## src/rtl/fpu_div16.sv

```systemverilog
// FP16 (IEEE-754 binary16) sequential divider coprocessor, round-to-nearest-even.
// Restoring significand divider, one quotient bit per cycle, constant latency
// for every operand class. Result/flag/condition-code contract matches the
// FP16 multiplier coprocessor so both can share the FPU output mux.
module fpu_div16 #(
  parameter int QBITS = 14
) (
  input  logic        clock,
  input  logic        reset,
  input  logic        start,
  input  logic [15:0] fpuIn1,
  input  logic [15:0] fpuIn2,
  output logic [15:0] fpuOut,
  output logic        done,
  output logic [3:0]  condCodes,
  output logic [4:0]  opStatusFlags
);

  localparam int CW = $clog2(QBITS);

  localparam logic [2:0] S_IDLE  = 3'd0;
  localparam logic [2:0] S_PREP  = 3'd1;
  localparam logic [2:0] S_DIV   = 3'd2;
  localparam logic [2:0] S_ROUND = 3'd3;
  localparam logic [2:0] S_DONE  = 3'd4;

  logic [2:0]        r_state;
  logic [15:0]       r_a, r_b;
  logic [10:0]       r_sig_a, r_sig_b;
  logic signed [7:0] r_exp;
  logic              r_sign;
  logic              r_spec;
  logic [15:0]       r_spec_res;
  logic [4:0]        r_spec_flags;
  logic [12:0]       r_rem;
  logic [QBITS-1:0]  r_q;
  logic [CW-1:0]     r_cnt;
  logic [15:0]       r_out;
  logic [4:0]        r_flags;
  logic [3:0]        r_cc;
  logic              r_done;

  // Leading-zero count of an 11-bit significand (11 when all zero).
  function automatic logic [3:0] lzc11(input logic [10:0] v);
    lzc11 = 4'd11;
    for (int i = 0; i <= 10; i++)
      if (v[i]) lzc11 = 4'(10 - i);
  endfunction

  // Operand classification, denormal normalisation and special-case resolution.
  logic              w_a_zero, w_a_inf, w_a_nan, w_b_zero, w_b_inf, w_b_nan;
  logic [3:0]        w_lz_a, w_lz_b;
  logic [10:0]       w_sig_a, w_sig_b;
  logic signed [7:0] w_eff_a, w_eff_b, w_exp_res;
  logic              w_sign, w_spec;
  logic [15:0]       w_spec_res;
  logic [4:0]        w_spec_flags;

  // Combinational PREP-stage decode of the latched operands.
  always_comb begin
    w_a_zero = (r_a[14:10] == 5'd0)  && (r_a[9:0] == 10'd0);
    w_a_inf  = (r_a[14:10] == 5'd31) && (r_a[9:0] == 10'd0);
    w_a_nan  = (r_a[14:10] == 5'd31) && (r_a[9:0] != 10'd0);
    w_b_zero = (r_b[14:10] == 5'd0)  && (r_b[9:0] == 10'd0);
    w_b_inf  = (r_b[14:10] == 5'd31) && (r_b[9:0] == 10'd0);
    w_b_nan  = (r_b[14:10] == 5'd31) && (r_b[9:0] != 10'd0);
    w_lz_a   = lzc11({1'b0, r_a[9:0]});
    w_lz_b   = lzc11({1'b0, r_b[9:0]});
    if (r_a[14:10] == 5'd0) begin
      w_sig_a = {1'b0, r_a[9:0]} << w_lz_a;
      w_eff_a = 8'sd1 - $signed({4'b0, w_lz_a});
    end else begin
      w_sig_a = {1'b1, r_a[9:0]};
      w_eff_a = $signed({3'b0, r_a[14:10]});
    end
    if (r_b[14:10] == 5'd0) begin
      w_sig_b = {1'b0, r_b[9:0]} << w_lz_b;
      w_eff_b = 8'sd1 - $signed({4'b0, w_lz_b});
    end else begin
      w_sig_b = {1'b1, r_b[9:0]};
      w_eff_b = $signed({3'b0, r_b[14:10]});
    end
    w_exp_res    = w_eff_a - w_eff_b + 8'sd15;
    w_sign       = r_a[15] ^ r_b[15];
    w_spec       = 1'b0;
    w_spec_res   = 16'h0000;
    w_spec_flags = 5'b00000;
    if (w_a_nan || w_b_nan || (w_a_zero && w_b_zero) || (w_a_inf && w_b_inf)) begin
      w_spec = 1'b1; w_spec_res = 16'h7E00; w_spec_flags = 5'b10000;
    end else if (w_a_inf) begin
      w_spec = 1'b1; w_spec_res = {w_sign, 15'h7C00};
    end else if (w_b_zero) begin
      w_spec = 1'b1; w_spec_res = {w_sign, 15'h7C00}; w_spec_flags = 5'b01000;
    end else if (w_b_inf || w_a_zero) begin
      w_spec = 1'b1; w_spec_res = {w_sign, 15'h0000};
    end
  end

  // One restoring-division step: trial subtract, keep or restore, shift.
  logic [13:0] w_diff;
  logic        w_borrow;
  logic [12:0] w_rem_sel;
  always_comb begin
    w_diff    = {1'b0, r_rem} - {3'b000, r_sig_b};
    w_borrow  = w_diff[13];
    w_rem_sel = w_borrow ? r_rem : w_diff[12:0];
  end

  // Normalise quotient, denormalise if tiny, round to nearest even, pack.
  logic [QBITS-1:0]  w_qn;
  logic signed [7:0] w_en, w_ef;
  logic [10:0]       w_sig0, w_sig;
  logic              w_g0, w_st0, w_g, w_st, w_tiny, w_inexact, w_up, w_ovf;
  logic [3:0]        w_sh;
  logic [23:0]       w_v;
  logic [11:0]       w_sum;
  logic [9:0]        w_mant;
  logic [15:0]       w_res;
  logic [4:0]        w_flags;
  always_comb begin
    w_qn   = r_q[QBITS-1] ? r_q : (r_q << 1);
    w_en   = r_q[QBITS-1] ? r_exp : (r_exp - 8'sd1);
    w_sig0 = w_qn[QBITS-1 -: 11];
    w_g0   = w_qn[QBITS-12];
    w_st0  = (|w_qn[QBITS-13:0]) | (r_rem != 13'd0);
    w_tiny = (w_en <= 8'sd0);
    w_sh   = 4'd0;
    if (w_tiny) w_sh = (w_en < -8'sd11) ? 4'd12 : 4'(8'sd1 - w_en);
    w_v       = {w_sig0, w_g0, 12'b0} >> w_sh;
    w_sig     = w_v[23:13];
    w_g       = w_v[12];
    w_st      = w_st0 | (|w_v[11:0]);
    w_inexact = w_g | w_st;
    w_up      = w_g & (w_st | w_sig[0]);
    w_sum     = {1'b0, w_sig} + {11'b0, w_up};
    if (w_tiny) begin
      w_ef   = w_sum[10] ? 8'sd1 : 8'sd0;
      w_mant = w_sum[9:0];
    end else if (w_sum[11]) begin
      w_ef   = w_en + 8'sd1;
      w_mant = w_sum[10:1];
    end else begin
      w_ef   = w_en;
      w_mant = w_sum[9:0];
    end
    w_ovf   = !w_tiny && (w_ef >= 8'sd31);
    w_res   = w_ovf ? {r_sign, 5'h1F, 10'h000} : {r_sign, w_ef[4:0], w_mant};
    w_flags = {2'b00, w_ovf, w_tiny & w_inexact, w_inexact | w_ovf};
    if (r_spec) begin
      w_res   = r_spec_res;
      w_flags = r_spec_flags;
    end
  end

  logic w_accept;
  assign w_accept = start && ((r_state == S_IDLE) || ((r_state == S_DONE) && r_done));

  // Control FSM plus datapath registers.
  // NOTE: only control and visible outputs are reset; the datapath registers
  // are always rewritten before use, so resetting them would add no safety.
  always_ff @(posedge clock) begin
    if (!reset) begin
      r_state <= S_IDLE;
      r_out   <= 16'h0000;
      r_done  <= 1'b0;
      r_cc    <= 4'h0;
      r_flags <= 5'h00;
    end else begin
      case (r_state)
        S_IDLE, S_DONE: begin
          r_done <= (r_state == S_DONE) && !w_accept;
          if (w_accept) begin
            r_a     <= fpuIn1;
            r_b     <= fpuIn2;
            r_flags <= 5'h00;
            r_cc    <= 4'h0;
            r_state <= S_PREP;
          end
        end
        S_PREP: begin
          r_sig_a      <= w_sig_a;
          r_sig_b      <= w_sig_b;
          r_exp        <= w_exp_res;
          r_sign       <= w_sign;
          r_spec       <= w_spec;
          r_spec_res   <= w_spec_res;
          r_spec_flags <= w_spec_flags;
          r_rem        <= {2'b00, w_sig_a};
          r_q          <= '0;
          r_cnt        <= '0;
          r_state      <= S_DIV;
        end
        S_DIV: begin
          r_rem <= w_rem_sel << 1;
          r_q   <= {r_q[QBITS-2:0], ~w_borrow};
          r_cnt <= r_cnt + 1'b1;
          if (r_cnt == CW'(QBITS - 1)) r_state <= S_ROUND;
        end
        S_ROUND: begin
          r_out   <= w_res;
          r_flags <= w_flags;
          r_cc    <= {(w_res[14:0] == 15'd0), 1'b0, w_res[15], w_flags[2]};
          r_state <= S_DONE;
        end
        default: r_state <= S_IDLE;
      endcase
    end
  end

  assign fpuOut        = r_out;
  assign done          = r_done;
  assign condCodes     = r_cc;
  assign opStatusFlags = r_flags;

endmodule

```

## config.mk

```make
export PLATFORM = sky130hd
export DESIGN_NAME = fpu_div16
export DESIGN_NICKNAME = d
export VERILOG_FILES = /design/src/rtl/fpu_div16.sv
export SDC_FILE = /design/constraint.sdc
export NUM_CORES = 1
export LEC_CHECK = 0
export CAP_MARGIN = 15
export CORE_MARGIN = 2
export CORE_UTILIZATION = 54
export DETAILED_ROUTE_END_ITERATION = 8
export PLACE_DENSITY = 0.89
export SYNTH_ARGS = -nofsm -noshare
export SYNTH_HDL_FRONTEND = slang
export SYNTH_SLANG_ARGS = --single-unit
```

## constraint.sdc

```tcl
create_clock -name clock -period 4.8 [get_ports clock]
set_input_delay 0.96 -clock clock [delete_from_list [all_inputs] [get_ports clock]]
set_output_delay 0.96 -clock clock [all_outputs]
set_load 0.03 [all_outputs]
```

=== Word level (Yosys, flattened, before mapping) ===
Index checks and enable logic that the tools add are counted.

* Eq/ne operators: 9
* Mux-type cells: 52
* $mul: 0
* Order comparisons: 3
* Reduce and logical (&&, ||, !) cells: 40
* Div/mod/pow operators: 0
* $add $sub $neg: 10
* Bitwise operators: 9
* Shift operators: 3

{| class="wikitable"
|+ Operators with widths
! operator !! count
|-
| two-way mux 4 bit || 20
|-
| two-way mux 16 bit || 4
|-
| two-way mux 8 bit || 5
|-
| two-way mux 10 bit || 3
|-
| one-hot mux 14 bit (2 select lines) || 1
|-
| one-hot mux 13 bit (2 select lines) || 1
|-
| right shift 24 x 4 -> 24 bit || 1
|-
| << shifter 10 x 4 -> 11 bit || 2
|-
| zero test 10 bit || 2
|-
| nonzero test 10 bit || 2
|-
| one-hot mux 4 bit (2 select lines) || 2
|-
| zero test 15 bit || 1
|-
| two-way mux 15 bit || 1
|-
| two-way mux 14 bit || 1
|-
| subtractor 13 x 11 -> 14 bit || 1
|-
| nonzero test 13 bit || 1
|-
| adder 11 x 1 -> 12 bit || 1
|-
| logical AND 1 bit || 12
|-
| two-way mux 12 bit || 1
|-
| one-hot mux 3 bit (4 select lines) || 1
|-
| OR reduction 12 bit || 1
|-
| two-way mux 11 bit || 1
|-
| equality test 5 bit, second input constant || 2
|-
| zero test 5 bit || 2
|-
| 32 further kinds || 57
|}

* Latch bits: 0
* Logic and storage cells: 145
* RAM bits: 0
* Bits in registers: 134
* Output and inout port bits: 26
* Bits of input ports: 35
* Memory bits (read-only): 0
* Memories: 0

=== Depth between registers and ports, before layout ===
Gate-level depths: netlist (run 1).

* Word-level depth: 19
* Depth in mapped cells: 23
* Gate-level depth less buffers: 20

=== Worst setup path after synthesis (run 1) ===
Ideal clock, no wire load.

* Path kind: reg-to-reg
* Start point: register r_exp[0]
* End point: register r_cc[3], in the netlist condCodes[3]
* Data arrival time: 5.086 ns
* Slack: -0.370 ns
* Library setup time: 0.084 ns
* Data required time: 4.716 ns
* Path buffers: 2
* Stages on the path, launching flop included: 23
* Clock period less this slack: 5.170 ns
* Path through: edfxtp_1 > clkinv_1 > ha_1 > nand2b_1 > o21ai_1 > clkbuf_1 > ha_1 > nand3_1 > nor4_1 > a31o_2 > buf_6 > nand4_1 > o21bai_4 > a221o_1 > and2_1 > ha_1 > o21ai_1 > o311a_1 > a21oi_2 > nor2_1 > a221oi_2 > o21ai_1 > o31ai_2

* Cells in the longest elaborated chain, start to end: 19
* Elaborated cells between the ends (all ways): 26
* Those cells by class: add/sub: 4; order compare: 3; shift: 1; mux: 11; bitwise: 3; reduce/logical: 4

{| class="wikitable"
|+ RTL lines
! element !! RTL line !! text
|-
| from (decl) || 30 || <nowiki>logic signed [7:0] r_exp;</nowiki>
|-
| from (signal assigned) || 183 || <nowiki>r_exp <= w_exp_res;</nowiki>
|-
| subtractor 8 x 2 -> 8 bit || 122 || <nowiki>w_en = r_q[QBITS-1] ? r_exp : (r_exp - 8'sd1);</nowiki>
|-
| two-way mux 8 bit * || 122 ||
|-
| < comparator 8 x 5 -> 1 bit or subtractor 2 x 4 -> 4 bit (tied branches) || 128 || <nowiki>if (w_tiny) w_sh = (w_en < -8'sd11) ? 4'd12 : 4'(8'sd1 - w_en);</nowiki>
|-
| two-way mux 4 bit (2 in a row) || 128 ||
|-
| right shift 24 x 4 -> 24 bit || 129 || <nowiki>w_v = {w_sig0, w_g0, 12'b0} >> w_sh;</nowiki>
|-
| OR reduction 12 bit || 132 || <nowiki>w_st = w_st0 | (|w_v[11:0]);</nowiki>
|-
| bitwise OR 1 bit || 132 ||
|-
| bitwise OR 1 bit || 134 || <nowiki>w_up = w_g & (w_st | w_sig[0]);</nowiki>
|-
| [... 2 more ...] || -- ||
|-
| two-way mux 8 bit or two-way mux 1 bit (tied branches) || 139, 137 ||
|-
| two-way mux 8 bit || 136 || <nowiki>if (w_tiny) begin</nowiki>
|-
| >= comparator 8 x 6 -> 1 bit || 146 || <nowiki>w_ovf = !w_tiny && (w_ef >= 8'sd31);</nowiki>
|-
| logical AND 1 bit || 146 ||
|-
| two-way mux 15 bit * || 147 || <nowiki>w_res = w_ovf ? {r_sign, 5'h1F, 10'h000} : {r_sign, w_ef[4:0], w_mant};</nowiki>
|-
| two-way mux 16 bit * || 149 || <nowiki>if (r_spec) begin</nowiki>
|-
| zero test 15 bit * || 202 || <nowiki>r_cc <= {(w_res[14:0] == 15'd0), 1'b0, w_res[15], w_flags[2]};</nowiki>
|-
| one-hot mux 4 bit (2 select lines) * || 169 || <nowiki>case (r_state)</nowiki>
|-
| to (signal assigned) || 202 ||
|-
| to (decl) || 40 || <nowiki>logic [3:0] r_cc;</nowiki>
|}

Mark *: on every way between the ends. The rest lies on a longest branch, timed or not.
A chain may end at the register's enable or synchronous reset.

=== Worst setup path after layout (run 1) ===
* Start point: register r_q[13]
* End point: register r_cc[3], in the netlist condCodes[3]

* Cells in the longest elaborated chain, start to end: 18
* Elaborated cells between the ends (all ways): 28
* Those cells by class: add/sub: 3; order compare: 3; shift: 1; mux: 12; bitwise: 4; reduce/logical: 5

{| class="wikitable"
|+ RTL lines
! element !! RTL line !! text
|-
| from (decl) || 36 || <nowiki>logic [QBITS-1:0] r_q;</nowiki>
|-
| from (signal assigned) || 195 || <nowiki>r_q <= {r_q[QBITS-2:0], ~w_borrow};</nowiki>
|-
| two-way mux 8 bit || 122 ||
|-
| < comparator 8 x 5 -> 1 bit or subtractor 2 x 4 -> 4 bit (tied branches) || 128 ||
|-
| two-way mux 4 bit (2 in a row) || 128 ||
|-
| right shift 24 x 4 -> 24 bit || 129 ||
|-
| OR reduction 12 bit || 132 ||
|-
| bitwise OR 1 bit || 132 ||
|-
| bitwise OR 1 bit || 134 ||
|-
| AND 1 bit || 134 ||
|-
| adder 11 x 1 -> 12 bit || 135 || <nowiki>w_sum = {1'b0, w_sig} + {11'b0, w_up};</nowiki>
|-
| two-way mux 8 bit or two-way mux 1 bit (tied branches) || 139, 137 ||
|-
| two-way mux 8 bit || 136 ||
|-
| >= comparator 8 x 6 -> 1 bit || 146 ||
|-
| logical AND 1 bit || 146 ||
|-
| two-way mux 15 bit * || 147 ||
|-
| two-way mux 16 bit * || 149 ||
|-
| zero test 15 bit * || 202 ||
|-
| one-hot mux 4 bit (2 select lines) * || 169 ||
|}

Marked as above.

==> results.md, run 1 <==
* Die Area at 0.0166 mm^2
* Detailed-routed wire length on met2 at 11100 um
* Final setup fails at 0
* # IOs at 61
* GPL Wtd Cong at 0.987
* Crit-path leading delay family: compound AO/OA/AOI/OAI gates
* Tightest Pin Transition at 970 ps
* TritonCTS clock tree: yes
* Buf/Inv on CP at 2
* WL met1 at a little over 9000 um
* Post-synthesis cell area at approximately 0.0084 mm^2
* Synth Register Bits at between 100 and 150
* Most common cell after layout, fill and taps aside: nor2_1
* Slowest cell on the critical path: edfxtp_1
* Rel. slew slack at 34.8%
* Initial Util at 55.4%
* Worst EP required at 5150 ps
* Clock power share at about two fifths
* Startpoint Class: flop
* Clock-pin slew on the worst setup and hold paths at roughly 60 ps
* Core ar. at between 0.015 and 0.02 mm^2
* Max Fclk at 215 MHz
* Most frequent cells in the layout: nor2_1, edfxtp_1, nand2_1
* Routed WL at 22800 um
* P_sw at between 800 and 900 uW
* Vias in the first global route at 7429
* Total track usage at 27.7%
* WL/cell at 18.9 um
* CTS Buffer Depth at 2
* Status: complete, no violations
* DP HPWL at 16900 um
* PortBufs at 59
* Clock period minus worst slack at 4650 ps
* Vias at 7793
* Grt ovf at 0
* Type of the worst min-delay path: flop to flop
* Drt drc at 0
* Post-synth EDFFs at 88
* Vias per inst at 6.46
* Post-synthesis sequential area ratio at roughly 38%
* CP cell instances: or4_1 > buf_4 > o31ai_4 > nand2_4 > a31oi_4 > nor3_1 > a2111o_1 > a221o_1 > and2_1 > ha_1 > o21ai_2 > nor3_1 > a21oi_2 > buf_4 > nand3_1 > a2bb2oi_1 > a41oi_1 > o31ai_2
* Final period util at a little over nine tenths
* CTS buffer count at 17
* Int Power at 2070 uW
* Maximum vdd drop at 0.357 mV
* Final hold violation count at 0
* Switch share at 29.0%
* First-pass GRT wire length at 36300 um
* Hold-fix buffers, CTS at 0
* Worst skew pair latency at between 400 and 500 ps
* Post-Syn Nets at 987
* CTS Sinks at roughly 120
* Comb pwr share at 19.0%
* Setup TNS at 0 ps
* Die W at 129 um
* Highest routed metal layer: met4
* Setup CP Type: flop to flop
* Sequential Power Share at 40.3%
* Max Cap Viol at 0
* Area grow syn2layout at 19.9%
* Die height at 129 um
* Critical-path maximum fanout at 9
* Share of cells above drive strength 1 at 14.4%
* Post-synthesis cell count at ~920
* Clock skew at 11.0 ps
* Synthesized area per cell at 9.18 um^2
* Post-DRT Antenna Nets at 0
* WP data arrival at 5000 ps
* DRT Pass-1 Iters at 5
* Hold Slack at 450 ps
* # rows at 45
* Synth cell types at 98
* CTS root buf: clkbuf_16
* H-tree depth at 4
* Cell Pwr Density at between 200 and 300 mW/mm^2
* Nets at about 1100
* ANT cells at 0
* Leak at 0.00389 uW
* Largest stage delay, worst path at 520 ps
* Iter 0 DRT Violations at roughly 860
* Synth Warn # at 0
* Largest net degree at the start of global routing at 33
* Crit end category: flop
* Post-synth ARST share at 0%
* Met3 WL post-DR at about 1500 um
* Ys flop type: edfxtp_1
* Slew Limit Fails at 0
* Antenna violations before repair at 0
==> layer usage <==
layer  up-vias  GRT usage, %
met5         -             0
met2       384          46.7
met1      3691          34.1
met4         0          13.6
met3        90          5.61
li1       3628             -
==> power groups by stage <==
stage          sequential, uW  clock, uW  combinational, uW
4_1_cts                  1170       1200                537
3_5_place_dp             1190          0                531
2_1_floorplan            1180          0                369
3_3_place_gp             1190          0                521
5_1_grt                  1180       1240                600
6_report                 1180       1190                554
==> stage by stage <==
step                      worst slack [ps]  total power (uW)  area [um^2]  utilization (%)  instances
after floorplan                       88.7              1550         8430                -        917
after global placement                 256              1710         9460             62.2       1172
after detailed placement               179              1720         9460             62.2       1172
after CTS                              108              2910        10000             65.9       1204
after global routing                  -106              3020        10100             66.4       1206
final                                  147              2920        10100             66.4       1206
==> worst min-delay path, cell delays in order (launching register included) <==
cell	delay, ps
dfxtp_1	310
nand2_1	50
a21oi_1	50
==> cell families after synthesis <==
kind of cell    share of synthesized area, %
compound gates                          22.1
xor+xnor                                3.83
fa+ha+maj                               5.38
buf+inv                                 4.35
flops                                   37.8
mux                                     6.09
other cells                           0.0445
simple gates                            20.4
==> path summary, 6_finish.rpt <==
kind	startpoint	to	slack (ps)	depth (start not counted)
setup / recovery	r_q[13]	condCodes[3]	150	18
hold / removal	fpuOut[4]	fpuOut[4]	450	2
setup reg to reg	r_q[13]	condCodes[3]	150	18
hold reg to reg	fpuOut[4]	fpuOut[4]	450	2
==> synth_stat cells (all sizes together) (16+ instances only) <==
cell type,count,area (um^2)
a21o,16,120
a21oi,57,289
and3,21,131
clkbuf,32,120
dfxtp,27,541
edfxtp,88,2640
ha,33,413
inv,45,169
mux2i,40,400
nand2,68,263
nand3,28,158
nor2,104,390
nor3,24,140
o21ai,57,289
xnor2,21,210
==> what timing repair did <==
action,in CTS,in global routing
gates resized for setup,0,11
buffers inserted,0,2
setup endpoints to repair,0,14
==> cell type report <==
class / instances / area, um^2
Clock inverter: 14 / 130
Sequential cell: 115 / 3180
Inverter: 46 / 173
Timing Repair Buffer: 112 / 988
Fill cell: 1160 / 5110
Tap cell: 188 / 235
Multi-Input combinational cell: 713 / 4950
Clock buffer: 18 / 429
==> registers in the layout, indices dropped and copies added, names as in the netlist <==
name / cells
fpuOut: 16
r_rem: 13
r_spec_flags: 1
r_b: 16
r_spec: 1
r_cnt: 4
r_sig_b: 11
r_state: 3
opStatusFlags: 5
done: 1
r_a: 16
r_spec_res: 3
condCodes: 2
r_q: 14
r_exp: 8
r_sign: 1
(Power assumes the default switching activity.)
==> run 2: changes to the inputs <==
SETUP_SLACK_MARGIN = 0.2   (was unset)
TNS_END_PERCENT = 100   (was unset)
==> run 2 against run 1 <==
Net effect: design area increased by 6.0%; critical path type unchanged; worst hold slack improved by 12 ps; die area unchanged; via count increased by 3.7%; clock power increased by 9%; sequential share of layout area decreased by 1.8 points; non-clock buffer count increased by 24; wire length increased by 6.1%.
==> results.md, run 2 (synthesis results as in run 1) <==
* Crit path to: condCodes[3]
* Hold depth at 2
* Iter 0 DRT Violations at slightly below 900
* Final Util at 70.3%
* Maximum vdd drop at between 0.2 and 0.3 mV
* Clock skew at about 11 ps
* FF-to-FF path depth at 17
* Initial Util at a little under three fifths
* Share of cells above drive strength 1 at 20.3%
* Largest net degree at the start of global routing at 33
* Slew Limit Fails at 0
* First-pass GRT wire length at 36700 um
* Worst EP required at about 5000 ps
* Tightest Pin Transition at between 1000 and 1500 ps
* Reg-to-Reg End: condCodes[3]
* Clock-pin slew on the worst setup and hold paths at roughly 60 ps
* Vias per inst at 6.57
* Most common cell after layout, fill and taps aside: nor2_1
* Post-DRT Antenna Nets at 0
* Vias at 8085
* Routed WL at 24200 um
* # rows at 45
* Final hold violation count at 0
* P_sw at 885 uW
* Final setup fails at 0
* Startpoint Class: flop
* Critical-path maximum fanout at 7
* Status: complete, no violations
* PortBufs at 59
* Clock power share at 42.1%
* RSZ-0062 raised after global routing: yes
* Switch share at 28.6%
* Die height at about 130 um
* GPL Wtd Cong at 0.962
* DRT Pass-1 Iters at 6
* Clock period minus worst slack at between 4000 and 5000 ps
* Reg2reg setup slack at 180 ps
* Cell Pwr Density at 289 mW/mm^2
* Comb pwr share at a little under 20%
* DP HPWL at 16500 um
* Crit end category: flop
* Design Power at 3090 uW
* Max Cap Viol at 0
* Final period util at 96.2%
* Area grow syn2layout at 27.0%
* Sequential Power Share at 38.0%
* Drt drc at 0
* Total track usage at 27.9%
* Setup TNS at 0 ps
* Int Power at 2200 uW
* Die W at around 130 um
* Antenna violations before repair at 0
* Worst setup path start: r_exp[1]
* CTS Sinks at approximately 120
* WP data arrival at 4950 ps
* H-tree depth at 4
* WL/cell at 19.7 um
* Hold_sp: fpuOut[1]
* Setup CP Type: flop to flop
* Die Area at approximately 0.017 mm^2
* ANT cells at 0
* Area post-placement at 0.00942 mm^2
* CTS Buffer Depth at 2
* TritonCTS clock tree: yes
* Core ar. at 0.0152 mm^2
* Fillers at between 1000 and 1500
* Vias in the first global route at 7504
* Type of the worst min-delay path: flop to flop
* RR Startpoint: r_exp[1]
* Post-route cell area at about 0.011 mm^2
* CTS buffer count at 17
* Worst skew pair latency at 420 ps
* Max Fclk at 217 MHz
* Rel. slew slack at 22.3%
* CTS root buf: clkbuf_16
* # IOs at 61
* Leak at approximately 0.0041 uW
* Most frequent cells in the layout: nor2_1, edfxtp_1, buf_4
* Nets at 1099
* Grt ovf at 0
run 2: power by group through the flow:
| stage | clock network (uW) | logic (uW) | registers [uW] |
|---|---|---|---|
| 2_1_floorplan | 0 | 370 | 1180 |
| 3_3_place_gp | 0 | 515 | 1190 |
| 3_5_place_dp | 0 | 524 | 1190 |
| 4_1_cts | 1310 | 535 | 1170 |
| 5_1_grt | 1350 | 658 | 1180 |
| 6_report | 1300 | 614 | 1180 |
run 2: worst max-delay path, cell delays in order (launching register included):
cell and delay [ps]:
edfxtp_1 450, or4_4 550, buf_12 170, o31ai_4 330
nand2_8 120, a31oi_4 310, a2111oi_2 90, or4_4 540
a2111o_1 510, ha_4 210, o21ai_4 90, nor3_2 80
a21oi_2 250, buf_4 170, buf_4 110, o31a_1 170
a41oi_2 140, o31ai_2 250
run 2: timing repair:
action,in CTS,in global routing
hold buffers,0,0
pin swaps,1,34
buffers inserted,4,29
hold endpoints to repair,0,0
resized for setup,2,79
setup endpoints to repair,6,17
run 2: worst min path at each step:
stage / end / slack (ps)
after floorplan: opStatusFlags[3] / 480
after global placement: fpuOut[2] / 440
after detailed placement: fpuOut[1] / 450
after CTS: fpuOut[1] / 460
after global routing: fpuOut[2] / 480
final: fpuOut[1] / 460
run 2: area by class of cell:
class	count	area, um^2	area share [%]
clock buffer	17	425	3.98
clock inverter	15	179	1.67
inverter	46	174	1.63
multi-input combinational	713	5300	49.6
sequential	115	3180	29.8
tap	188	235	2.20
timing repair buffer	136	1190	11.2
run 2: per-layer routing:
metal	track usage, %	wire length (um)
met5	0	0
met4	13.4	978
met3	4.49	1840
met2	46.5	11700
met1	35.6	9670
run 2: stage by stage:
| step | instances | hold WS, ps | setup slack (ps) |
|---|---|---|---|
| CTS | 1201 | 457 | 138 |
| global route | 1230 | 482 | 41.0 |
| finish | 1230 | 462 | 181 |
| global placement | 1165 | 440 | 170 |
| floorplan | 917 | 482 | 171 |
| detailed placement | 1165 | 447 | 42.8 |
==> run 3: changes to the inputs <==
CORE_MARGIN = unset   (was 2)
SKIP_LAST_GASP = 1   (was unset)
TNS_END_PERCENT = unset   (was 100)
==> run 3 against run 2 <==
Net effect: global-route usage increased by 1.4 points; flip-flop and latch count unchanged; worst setup slack gained 3.6 ps; core utilization shrank 1.2 points; non-clock buffer count down 5; die area is 3.1% lower; fmax about the same; clock power fell by 3%; critical path depth is 2 higher; clock-buffer cell count unchanged; via count decreased by 0.16%.
==> results.md, run 3 (synthesis results as in run 1) <==
* Hold depth at 2
* RSZ-0062 raised after global routing: yes
* Reg-to-Reg End: condCodes[3]
* Sequential Power Share at 38.7%
* Met3 usage at between 6 and 7%
* # IOs at 61
* Status: complete, no violations
* Int Power at 2190 uW
* Max Cap Viol at 0
* Share of cells above drive strength 1 at 18.2%
* Die height at 127 um
* WL/cell at 19.8 um
* Iter 0 DRT Violations at 904
* CTS Sinks at 115
* Critical-path maximum fanout at 7
* Die Area at 0.0161 mm^2
* Most frequent cells in the layout: nor2_1, edfxtp_1, buf_4
* Crit end category: flop
* Vias in the first global route at 7608
* Reg2reg setup slack at 180 ps
* Fillers at 1101
* Worst EP required at 5140 ps
* Hold-fix buffers, CTS at 0
* H-tree depth at 4
* Clock power share at 41.5%
* Hold_sp: fpuOut[2]
* Endpoint, Worst Hold: fpuOut[2]
* Most common cell after layout, fill and taps aside: nor2_1
* Comb pwr share at between 10% and 20%
* Max Fclk at ~220 MHz
* CTS buffer count at 17
* Largest net degree at the start of global routing at 33
* Placed Cells at 1171
* Met2 usage at between 40% and 50%
* Worst skew pair latency at ~420 ps
* Slowest cell on the critical path: or4_4
* DRT Pass-1 Iters at 9
* Setup TNS at 0 ps
* Final period util at 96.1%
* Drt drc at 0
* DP HPWL at 16800 um
* WP data arrival at 4950 ps
* Die W at 127 um
* # rows at 45
* CP cell instances: or4_4 > buf_6 > nor3_2 > a32oi_2 > buf_4 > o31a_1 > a211oi_4 > a221o_1 > and2_1 > ha_2 > o21ai_1 > buf_4 > o311a_1 > a21oi_4 > buf_4 > nand3_1 > a2bb2oi_2 > a41oi_2 > o31ai_2
* CTS root buf: clkbuf_16
* GRT Max-Usage Layer: met2
* Slew Limit Fails at 0
* Cell mode on critical path: buf_4
* PortBufs at 59
* Antenna violations before repair at 0
* First-pass GRT wire length at 37000 um
* Clock period minus worst slack at approximately 4600 ps
* Routed WL at 24300 um
* Post-DRT Antenna Nets at 0
* Fin cells at 1225
* GPL Wtd Cong at between 0.9 and 1
* Met1 Use GR at 35.2%
* Clock-pin slew on the worst setup and hold paths at 60 ps
* Nets at 1095
* Tightest Pin Transition at about 1000 ps
* Total track usage at 29.3%
* Core ar. at 0.0152 mm^2
* CTS Buffer Depth at 2
* Maximum vdd drop at 0.263 mV
* Rel. slew slack at 33.2%
* FF-to-FF path depth at 19
* Leak at 0.00405 uW
* Final hold violation count at 0
* Type of the worst min-delay path: flop to flop
* Setup CP Type: flop to flop
* Final setup fails at 0
* TritonCTS clock tree: yes
* RR Startpoint: r_exp[1]
* Largest stage delay, worst path at 560 ps
* Startpoint Class: flop
* P_sw at ~850 uW
* Switch share at 28.0%
* Vias per inst at 6.59
* Area grow syn2layout at 24.8%
* Initial Util at 55.4%
* Cell Pwr Density at 289 mW/mm^2
* Vias at 8072
* ANT cells at 0
* Clock skew at 8.50 ps
* Grt ovf at 0
==> run 3: worst max path at each step <==
| stage | from | endpoint | slack, ps |
|---|---|---|---|
| 2_1_floorplan | r_q[13] | condCodes[3] | 170 |
| 4_1_cts | r_exp[1] | condCodes[3] | 200 |
| 5_1_grt | r_exp[1] | condCodes[3] | 10 |
| 3_3_place_gp | r_exp[1] | condCodes[3] | 250 |
| 6_report | r_exp[1] | condCodes[3] | 180 |
| 3_5_place_dp | r_exp[1] | condCodes[3] | 170 |
==> run 3: area by class of cell <==
class / count / area, um^2 / area share [%]
clock inverters: 14 / 163 / 1.55
multi-input cells: 714 / 5180 / 49.3
well taps: 188 / 235 / 2.24
flip-flops and latches: 115 / 3180 / 30.3
inverters: 46 / 174 / 1.66
clock buffers: 17 / 425 / 4.05
repair buffers: 131 / 1150 / 10.9
==> run 3: per-layer routing <==
metal | wire length (um) | vias up
met4 | 1100 | 0
li1 | - | 3672
met2 | 11800 | 503
met3 | 1990 | 121
met5 | 0 | -
met1 | 9390 | 3776
==> run 3: stage by stage <==
stage               instance area (um^2)  worst slack (ps)  hold slack [ps]  utilization, %  power (uW)
global route                       10500              9.94              467            69.1        3140
detailed placement                  9470               168              448            62.3        1720
CTS                                10100               201              456            66.5        2980
global placement                    9470               254              440            62.3        1710
floorplan                           8450               171              482               -        1550
finish                             10500               185              452            69.1        3040
==> run 3: power by group through the flow <==
stage | logic (uW) | clock network (uW) | registers (uW)
floorplan | 370 | 0 | 1180
global placement | 520 | 0 | 1190
detailed placement | 531 | 0 | 1190
CTS | 541 | 1270 | 1170
global route | 645 | 1310 | 1180
finish | 601 | 1260 | 1180
==> run 3: worst max-delay path, delay by kind of cell (launching register included) <==
kind,cells,cell delay [ps]
buffers and inverters,4,690
adder cells (fa/ha/maj),1,200
flip-flops,1,410
AO/OA/AOI/OAI,10,2160
AND/OR/NAND/NOR,4,1090
==> run 3: timing repair <==
action,4_1_cts,5_1_grt
endpoints found under the setup margin,2,27
resized for setup,5,42
pin swaps,1,18
buffers inserted,3,19
gates cloned,0,1
